[src/rtl/add_rs_dispatch.sv]
`default_nettype none
// +----------------------------------------------------------------------------+
// | add_rs_dispatch: 3-entry ADD/SUB reservation station with CDB snoop and    |
// | oldest-ready dispatch to the add exec unit. Option macro: BYPASS_EN.       |
// | Revision: 1.0                                                              |
// +----------------------------------------------------------------------------+
module add_rs_dispatch #(
  parameter int DW   = 8,
  parameter int NENT = 3,
  parameter int TW   = 3
) (
  input  logic          clk1,
  input  logic          rst,
  input  logic          issue_valid,
  output logic          issue_ready,
  input  logic [3:0]    issue_func,
  input  logic [3:0]    issue_rd,
  input  logic [TW-1:0] issue_rob,
  input  logic          issue_q1_rdy,
  input  logic          issue_q2_rdy,
  input  logic [TW-1:0] issue_q1_tag,
  input  logic [TW-1:0] issue_q2_tag,
  input  logic [DW-1:0] issue_v1,
  input  logic [DW-1:0] issue_v2,
  input  logic          cdb_valid,
  input  logic [TW-1:0] cdb_tag,
  input  logic [DW-1:0] cdb_data,
  output logic          ex_b,
  output logic [2:0]    rs_index,
  output logic [DW-1:0] rs1_data,
  output logic [DW-1:0] rs2_data,
  output logic [3:0]    func,
  output logic [TW-1:0] rob_ind,
  output logic [3:0]    rd,
  input  logic          exec_done,
  input  logic [2:0]    exec_done_idx,
  output logic [1:0]    addcount
);

  localparam int         IW      = 3;
  localparam logic [1:0] S_FREE  = 2'd0;
  localparam logic [1:0] S_WAIT  = 2'd1;
  localparam logic [1:0] S_READY = 2'd2;
  localparam logic [1:0] S_EXEC  = 2'd3;
  localparam logic [1:0] AGE_MAX = 2'd2;

  typedef struct packed {
    logic [1:0]    st;
    logic [1:0]    age;
    logic [3:0]    func;
    logic [3:0]    rd;
    logic [TW-1:0] rob;
    logic          q1_rdy;
    logic [TW-1:0] q1_tag;
    logic [DW-1:0] v1;
    logic          q2_rdy;
    logic [TW-1:0] q2_tag;
    logic [DW-1:0] v2;
  } entry_t;

  entry_t          r_ent     [NENT];
  entry_t          w_ent_nxt [NENT];
  logic            r_busy;
  logic            r_ex_b;
  logic [IW-1:0]   r_rs_index;
  logic [DW-1:0]   r_rs1_data;
  logic [DW-1:0]   r_rs2_data;
  logic [3:0]      r_func;
  logic [TW-1:0]   r_rob_ind;
  logic [3:0]      r_rd;
  logic [1:0]      r_addcount;

  logic            w_any_free;
  logic [IW-1:0]   w_alloc_idx;
  logic            w_issue_ready;
  logic            w_issue_fire;
  logic            w_in_q1_rdy;
  logic            w_in_q2_rdy;
  logic [DW-1:0]   w_in_v1;
  logic [DW-1:0]   w_in_v2;
  logic            w_disp_any;
  logic            w_disp_fire;
  logic [IW-1:0]   w_disp_idx;
  logic [1:0]      w_disp_age;
  logic [DW-1:0]   w_disp_v1;
  logic [DW-1:0]   w_disp_v2;
  logic [3:0]      w_disp_func;
  logic [TW-1:0]   w_disp_rob;
  logic [3:0]      w_disp_rd;
  logic [NENT-1:0] w_done_vec;
  logic            w_done_any;
  logic [1:0]      w_done_age;
  logic [1:0]      w_count_nxt;
  logic [2:0]      w_age_tmp;

`ifdef BYPASS_EN
  assign w_issue_ready = w_any_free;
  assign w_in_q1_rdy   = issue_q1_rdy | (cdb_valid & (cdb_tag == issue_q1_tag));
  assign w_in_q2_rdy   = issue_q2_rdy | (cdb_valid & (cdb_tag == issue_q2_tag));
  assign w_in_v1       = issue_q1_rdy ? issue_v1 : cdb_data;
  assign w_in_v2       = issue_q2_rdy ? issue_v2 : cdb_data;
`else
  // Issue is held off during a broadcast so no op can miss its producer's result.
  assign w_issue_ready = w_any_free & ~cdb_valid;
  assign w_in_q1_rdy   = issue_q1_rdy;
  assign w_in_q2_rdy   = issue_q2_rdy;
  assign w_in_v1       = issue_v1;
  assign w_in_v2       = issue_v2;
`endif

  assign w_issue_fire = issue_valid & w_issue_ready;
  assign w_disp_fire  = w_disp_any & ~r_busy;

  // Allocation, oldest-ready selection and completion match, all from registered state.
  always_comb begin : p_select
    w_any_free  = 1'b0;
    w_alloc_idx = '0;
    w_disp_any  = 1'b0;
    w_disp_idx  = '0;
    w_disp_age  = '0;
    w_disp_v1   = '0;
    w_disp_v2   = '0;
    w_disp_func = '0;
    w_disp_rob  = '0;
    w_disp_rd   = '0;
    w_done_vec  = '0;
    w_done_any  = 1'b0;
    w_done_age  = '0;
    for (int i = NENT - 1; i >= 0; i--) begin
      if (r_ent[i].st == S_FREE) begin
        w_any_free  = 1'b1;
        w_alloc_idx = IW'(i);
      end
    end
    for (int i = 0; i < NENT; i++) begin
      if (r_ent[i].st == S_READY && (!w_disp_any || r_ent[i].age > w_disp_age)) begin
        w_disp_any  = 1'b1;
        w_disp_idx  = IW'(i);
        w_disp_age  = r_ent[i].age;
        w_disp_v1   = r_ent[i].v1;
        w_disp_v2   = r_ent[i].v2;
        w_disp_func = r_ent[i].func;
        w_disp_rob  = r_ent[i].rob;
        w_disp_rd   = r_ent[i].rd;
      end
      if (exec_done && exec_done_idx == IW'(i) && r_ent[i].st == S_EXEC) begin
        w_done_vec[i] = 1'b1;
        w_done_any    = 1'b1;
        w_done_age    = r_ent[i].age;
      end
    end
  end

  always_comb begin : p_next
    w_count_nxt = '0;
    w_age_tmp   = '0;
    for (int i = 0; i < NENT; i++) begin
      w_ent_nxt[i] = r_ent[i];
      case (r_ent[i].st)
        S_FREE: begin
          if (w_issue_fire && w_alloc_idx == IW'(i)) begin
            w_ent_nxt[i].st     = (w_in_q1_rdy && w_in_q2_rdy) ? S_READY : S_WAIT;
            w_ent_nxt[i].age    = '0;
            w_ent_nxt[i].func   = issue_func;
            w_ent_nxt[i].rd     = issue_rd;
            w_ent_nxt[i].rob    = issue_rob;
            w_ent_nxt[i].q1_rdy = w_in_q1_rdy;
            w_ent_nxt[i].q1_tag = issue_q1_tag;
            w_ent_nxt[i].v1     = w_in_v1;
            w_ent_nxt[i].q2_rdy = w_in_q2_rdy;
            w_ent_nxt[i].q2_tag = issue_q2_tag;
            w_ent_nxt[i].v2     = w_in_v2;
          end
        end
        S_WAIT: begin
          if (!r_ent[i].q1_rdy && cdb_valid && cdb_tag == r_ent[i].q1_tag) begin
            w_ent_nxt[i].q1_rdy = 1'b1;
            w_ent_nxt[i].v1     = cdb_data;
          end
          if (!r_ent[i].q2_rdy && cdb_valid && cdb_tag == r_ent[i].q2_tag) begin
            w_ent_nxt[i].q2_rdy = 1'b1;
            w_ent_nxt[i].v2     = cdb_data;
          end
          if (w_ent_nxt[i].q1_rdy && w_ent_nxt[i].q2_rdy) begin
            w_ent_nxt[i].st = S_READY;
          end
        end
        S_READY: begin
          if (w_disp_fire && w_disp_idx == IW'(i)) begin
            w_ent_nxt[i].st = S_EXEC;
          end
        end
        default: begin
          if (w_done_vec[i]) begin
            w_ent_nxt[i].st  = S_FREE;
            w_ent_nxt[i].age = '0;
          end
        end
      endcase
      // Surviving entries age on every issue and close the gap left by a freed elder.
      if (r_ent[i].st != S_FREE && !w_done_vec[i]) begin
        w_age_tmp = {1'b0, r_ent[i].age};
        if (w_issue_fire) begin
          w_age_tmp = w_age_tmp + 3'd1;
        end
        if (w_done_any && r_ent[i].age > w_done_age) begin
          w_age_tmp = w_age_tmp - 3'd1;
        end
        w_ent_nxt[i].age = (w_age_tmp > {1'b0, AGE_MAX}) ? AGE_MAX : w_age_tmp[1:0];
      end
      if (w_ent_nxt[i].st != S_FREE) begin
        w_count_nxt = w_count_nxt + 2'd1;
      end
    end
  end

  always_ff @(posedge clk1) begin : p_state
    if (rst) begin
      for (int i = 0; i < NENT; i++) begin
        r_ent[i] <= '0;
      end
      r_busy     <= 1'b0;
      r_ex_b     <= 1'b0;
      r_rs_index <= '0;
      r_rs1_data <= '0;
      r_rs2_data <= '0;
      r_func     <= '0;
      r_rob_ind  <= '0;
      r_rd       <= '0;
      r_addcount <= '0;
    end else begin
      for (int i = 0; i < NENT; i++) begin
        r_ent[i] <= w_ent_nxt[i];
      end
      r_addcount <= w_count_nxt;
      r_ex_b     <= w_disp_fire;
      if (w_disp_fire) begin
        r_busy     <= 1'b1;
        r_rs_index <= w_disp_idx;
        r_rs1_data <= w_disp_v1;
        r_rs2_data <= w_disp_v2;
        r_func     <= w_disp_func;
        r_rob_ind  <= w_disp_rob;
        r_rd       <= w_disp_rd;
      end else if (w_done_any) begin
        r_busy <= 1'b0;
      end
    end
  end

  always_comb begin : p_out
    issue_ready = w_issue_ready;
    ex_b        = r_ex_b;
    rs_index    = r_rs_index;
    rs1_data    = r_rs1_data;
    rs2_data    = r_rs2_data;
    func        = r_func;
    rob_ind     = r_rob_ind;
    rd          = r_rd;
    addcount    = r_addcount;
  end

endmodule
`default_nettype wire

[config.mk]
export PLATFORM = sky130hd
export DESIGN_NAME = add_rs_dispatch
export DESIGN_NICKNAME = d
export VERILOG_FILES = /design/src/rtl/add_rs_dispatch.sv
export SDC_FILE = /design/constraint.sdc
export NUM_CORES = 1
export LEC_CHECK = 0
export CELL_PAD_IN_SITES_DETAIL_PLACEMENT = 1
export CELL_PAD_IN_SITES_GLOBAL_PLACEMENT = 1
export CORE_ASPECT_RATIO = 0.7
export CORE_MARGIN = 4
export CORE_UTILIZATION = 40
export CTS_CLUSTER_SIZE = 12
export DETAILED_ROUTE_END_ITERATION = 12
export PLACE_DENSITY = 0.87
export SLEW_MARGIN = 20
export SYNTH_ARGS = -nofsm -noshare
export SYNTH_HDL_FRONTEND = slang
export SYNTH_SLANG_ARGS = --single-unit
export TNS_END_PERCENT = 20
[constraint.sdc]
create_clock -name clk1 -period 4.58 [get_ports clk1]
set_input_delay 0.916 -clock clk1 [delete_from_list [all_inputs] [get_ports clk1]]
set_output_delay 0.916 -clock clk1 [all_outputs]
set_load 0.02 [all_outputs]
==> Word-level counts from Yosys, hierarchy flattened <==
Memory sizes are Yosys's and may differ from the RTL's.
Index checks and enable logic that the tools add are counted.
{ "classes": {"addsub": 8, "n_lt_le_gt_ge": 8, "n_eq_ne": 21, "mux": 120, "bitwise": 8, "reduce_logical": 65} }
{ "op_table": {"columns": ["cell", "n"], "rows": [
  ["39-bit 2-to-1 mux", 6],
  ["8-bit 2-to-1 mux", 12],
  ["3-bit 2-to-1 mux", 24],
  ["9-bit case mux with 2 select lines", 3],
  ["8-bit case mux with 2 select lines", 3],
  ["2-bit 2-to-1 mux", 21],
  ["1-bit logical AND", 36],
  ["4-bit 2-to-1 mux", 9],
  ["11-bit 2-to-1 mux", 3],
  ["1-bit 2-to-1 mux", 30],
  ["3-bit equality test", 6],
  ["2-bit case mux with 3 select lines", 3],
  ["2-bit nonzero test", 7],
  ["2-bit equality test (second input constant)", 6],
  ["2-bit case mux with 2 select lines", 3],
  ["1-bit zero test", 11],
  ["2-bit greater-than comparator", 5],
  ["2-bit by 1-bit adder with 3-bit output (second input constant)", 3],
  ["3-bit by 1-bit equality test with 1-bit output (second input constant)", 3],
  ["3-bit by 2-bit equality test with 1-bit output (second input constant)", 3],
  ["3-bit by 2-bit greater-than comparator with 1-bit output (second input constant)", 3],
  ["3-bit zero test", 3],
  ["3-bit by 1-bit subtractor with 3-bit output (second input constant)", 3],
  ["2-bit by 1-bit equality test with 1-bit output (second input constant)", 3],
  ["other kinds (8)", 21]
]} }
{ "totals": {"reg_bits": 34, "ramBits": 117, "in_bits": 54, "output_inout_bits": 34, "wordCells": 240, "n_memories": 1} }
{ "memory_table": {"columns": ["name", "words", "width", "read_ports", "rd_clocked_by_memory_dff", "wr", "line_no", "text"], "rows": [
  ["r_ent", 3, 39, 3, 0, 3, "61", "entry_t r_ent [NENT];"]
]} }

==> Logic depth before layout (Yosys ltp) <==
An unclocked memory read counts as a cell.
{ "depth": {"ltp_word": 21, "mapped_depth": 20, "ltp_nobuf": 20} }

==> Least setup slack after synthesis <==
Ideal clock, no wire load.
{ "synth_path": {"path_type": "register to register", "startpoint": "memory r_ent[0][37] (netlist name)", "endpoint": "register r_addcount[0], in the netlist addcount[0]", "setup_time_ns": 0.121, "t_arrival_ns": 3.652, "required_time_ns": 4.459, "setup_slack_ns": 0.807, "path_stages_with_launch": 19, "path_buffers": 0, "period_less_slack_ns": 3.773, "path_cell_list": "dfxtp_1 inv_1 ha_1 nand2_1 ha_1 nor2b_1 a2bb2oi_1 o21ai_1 a31oi_1 ha_1 nor2b_1 o21a_1 a21oi_1 a221o_1 a32oi_1 nor2b_1 ha_1 nor2b_1 mux2_2"} }
{ "synth_lines": {"columns": ["item", "line_no", "text"], "rows": [
  ["start: declaration", "61", null],
  ["end signal: assignment", "235", "r_addcount <= w_count_nxt;"],
  ["end: declaration", "71", "logic [1:0] r_addcount;"]
]} }

==> impl_metrics.toml <==
[global_route]
overflow = 0
antenna_found_initial = 0
track_usage_pct = 23.68
grt_pass1_wl_microns = 40710
grt_max_degree = 95
grt_pass1_vias = 7503

[critical_path]
crit_path_end_kind = "register"
crit_path_end = "addcount[0]$_SDFF_PP0_"
arrival_ns = 4.76
regToRegEndpoint = "addcount[0]$_SDFF_PP0_"
startpoint = "r_ent[0][37]$_SDFF_PP0_"
cp_max_fo = 6
reg2reg_slack_ns = 0.13
r2r_cells = 19
required_ns = 4.89
reg2reg_from = "r_ent[0][37]$_SDFF_PP0_"
path_class = "register to register"
critPathLaunchType = "register"

[synthesis]
synth_enable_flop_cells = 0
syn_avg_cell_area_sq_um = 8.269
synth_ff_type = "dfxtp_1"
synth_compound_area_share_pct = 25.32
ys_async_sr_fraction_pct = 0
synthMuxAreaShare_pct = 1.100
synth_fa_ha_area_share_pct = 5.580
synth-simple-area-share_pct = 20.63
seq_area_frac_synth_pct = 39.39
synth_nets = 1010
synth_seq_cells = 150
synth_top_family_by_area = "compound AO/OA/AOI/OAI gates"
post-synth-top-area-fraction_pct = 39.39
synthTopCellsByArea = "dfxtp_1 (39%), nand2_1 (7.4%), a211oi_1 (5.9%)"
synthCells = 922
synthesis.area_sq_um = 7624
synth.distinct_cells = 63
yosys.area.top_type = "dfxtp_1"
synth_xor_area_share_pct = 2.872
yosysWarningCount = 0

[sta]
max_freq_ghz = 0.2246
setup_ws_ns = 0.1274
clock_skew_ns = 0.009192
finalCritPeriodShare_pct = 97.22
final-setup-viol-count = 0
max-slew-margin-rel_pct = 30.86
final_max_slew_viol_count = 0
hold_violations = 0
period_needed_ns = 4.453
tightest_slew_ns = 1.037

[clocking]
cts.htree.levels = 4
cts_buffers = 17
post-cts-setup-buffers = 0
clock_sinks = 150
cts_root_buf = "clkbuf_16"
insertion_delay_ns = 0.43
clockBufferDepth = 2
clkSlewWorstSetupHoldPaths_ns = 0.06
cts_tree = "built"

[floorplanning]
rows = 41
die_h_microns = 123.5
io_pins = 88
start_util_pct = 41.51
die_area_sq_um = 21370
fp.coreArea_sq_um = 18370
die_x_microns = 173.0

[hold_path]
hp-class = "register to register"
hold_depth = 2

[drt]
wl_per_cell_microns = 20.75
via_count = 7458
antenna_left = 0
vias_per_cell = 6.073
drt-pass1-iter-count = 6
drt-initial-drc-count = 657
routed_wl_microns = 25490
drc_errors = 0

[final_layout]
final_cell_mix = "nand2_1 (150), dfxtp_1 (150), nor2_1 (92)"
stdcell_count = 1228
fin_nets = 1067
syn_to_final_growth_pct = 21.35
antenna_cells = 0
design_area_sq_um = 9251
drive_gt1_share_pct = 8.065

[placement]
pre_cts_slack_ns = 0.2650
place_area_sq_um = 8628
dp.cells = 1196
gp_congestion = 0.8438
port_buffers = 86
dp_hpwl_microns = 16560

[run]
drv_cap = 0

[pwr]
clockPowerShare_pct = 46.5
power_frac_comb_pct = 10.5
seq_power_share_pct = 43.1
vdd_drop_max_uv = 157.6
swShare_pct = 25.98
p_int_mw = 2.360
cellLeakagePower_nw = 3.130
power_switching_mw = 0.8284
power_density_nw_per_um2 = 344.6

[run_status]
outcome = "completed"
layout make-up:
type	count	area, sq um
clock buffer	18	439.2
clock inverter	14	171.4
fill	2177	9114
inverter	23	86.33
multi-input combinational	682	4255
sequential	150	3003
tap	236	295.3
timing repair buffer	105	1001
per-stage QoR:
stage | power [mW] | TNS (ns) | hold WS (ns) | util (%)
after floorplan | 1.583 | 0 | 0.4361 | -
after global placement | 1.713 | 0 | 0.4421 | 46.98
after detailed placement | 1.726 | 0 | 0.4506 | 46.98
after CTS | 3.198 | 0 | 0.4601 | 50.31
after global routing | 3.292 | -0.04526 | 0.4807 | 50.37
final | 3.188 | 0 | 0.4594 | 50.37
routing by layer:
| metal | track usage (%) | routed length (microns) | vias up |
|---|---|---|---|
| li1 | - | - | 3419 |
| met2 | 38.93 | 11730 | 275 |
| met4 | 7.225 | 331 | 0 |
| met3 | 3.881 | 1535 | 28 |
| met1 | 32.34 | 11890 | 3736 |
| met5 | 0 | 0 | - |
power by group through the flow:
stage	Combinational [mW]	Sequential, mW	Clock, mW
after floorplan	0.181	1.40	0
after global placement	0.314	1.40	0
after detailed placement	0.324	1.40	0
after CTS	0.330	1.37	1.50
after global routing	0.361	1.38	1.55
final	0.334	1.37	1.48
worst max-delay path, stage by stage (launching register included):
cell       delay, ns
dfxtp_1         0.36
inv_1           0.14
ha_1            0.31
nand2_1         0.09
ha_1            0.33
nor2b_1         0.15
a2bb2oi_2       0.15
o21ai_2         0.28
nor2_1          0.07
a31oi_1         0.16
ha_1            0.26
nor2b_1         0.15
o21a_1          0.20
a21oi_1         0.31
nand2b_1        0.13
a31o_2          0.28
nor2b_1         0.15
ha_1            0.32
nor2b_1         0.15
mux2_2          0.32
state kept, by name (all words and copies together), names as in the netlist:
name	flops
addcount	2
ex_b	1
rs1_data	8
rs2_data	8
rd	4
rob_ind	3
func	4
r_ent	117
rs_index	2
r_busy	1
how the worst min path moves through the flow:
stage	from	to
floorplan	r_ent[0][63]$_SDFFE_PP0P_	r_ent[0][63]$_SDFFE_PP0P_
global route	r_ent[0][16]$_SDFFE_PP0P_	rs1_data[4]$_SDFFE_PP0P_
global placement	r_ent[0][69]$_SDFFE_PP0P_	r_ent[0][69]$_SDFFE_PP0P_
detailed placement	r_ent[0][69]$_SDFFE_PP0P_	r_ent[0][69]$_SDFFE_PP0P_
CTS	r_ent[0][108]$_SDFFE_PP0P_	r_ent[0][108]$_SDFFE_PP0P_
finish	r_ent[0][66]$_SDFFE_PP0P_	r_ent[0][66]$_SDFFE_PP0P_
synthesized netlist by cell type (14+ instances only):
master / number
a211oi_1: 60
a21oi_1: 65
a221oi_1: 45
a22oi_1: 34
buf_2: 14
clkbuf_1: 47
dfxtp_1: 150
ha_1: 34
inv_1: 23
nand2_1: 150
nor2_1: 93
nor2b_1: 29
nor3_1: 33
what timing repair did:
action | in CTS | in global routing
hold buffers | 0 | 0
setup endpoints to repair | 0 | 6
resized for setup | 0 | 2
cell families after synthesis:
group                      after synthesis
adders and majority gates               34
DFF                                    150
and+or+nand+nor                        346
muxes                                    8
buffers and inverters                   90
xor gates and xnor gates                25
AOI/OAI and AO/OA                      268
other                                    1
No activity file was read; power rests on OpenSTA's default activity.
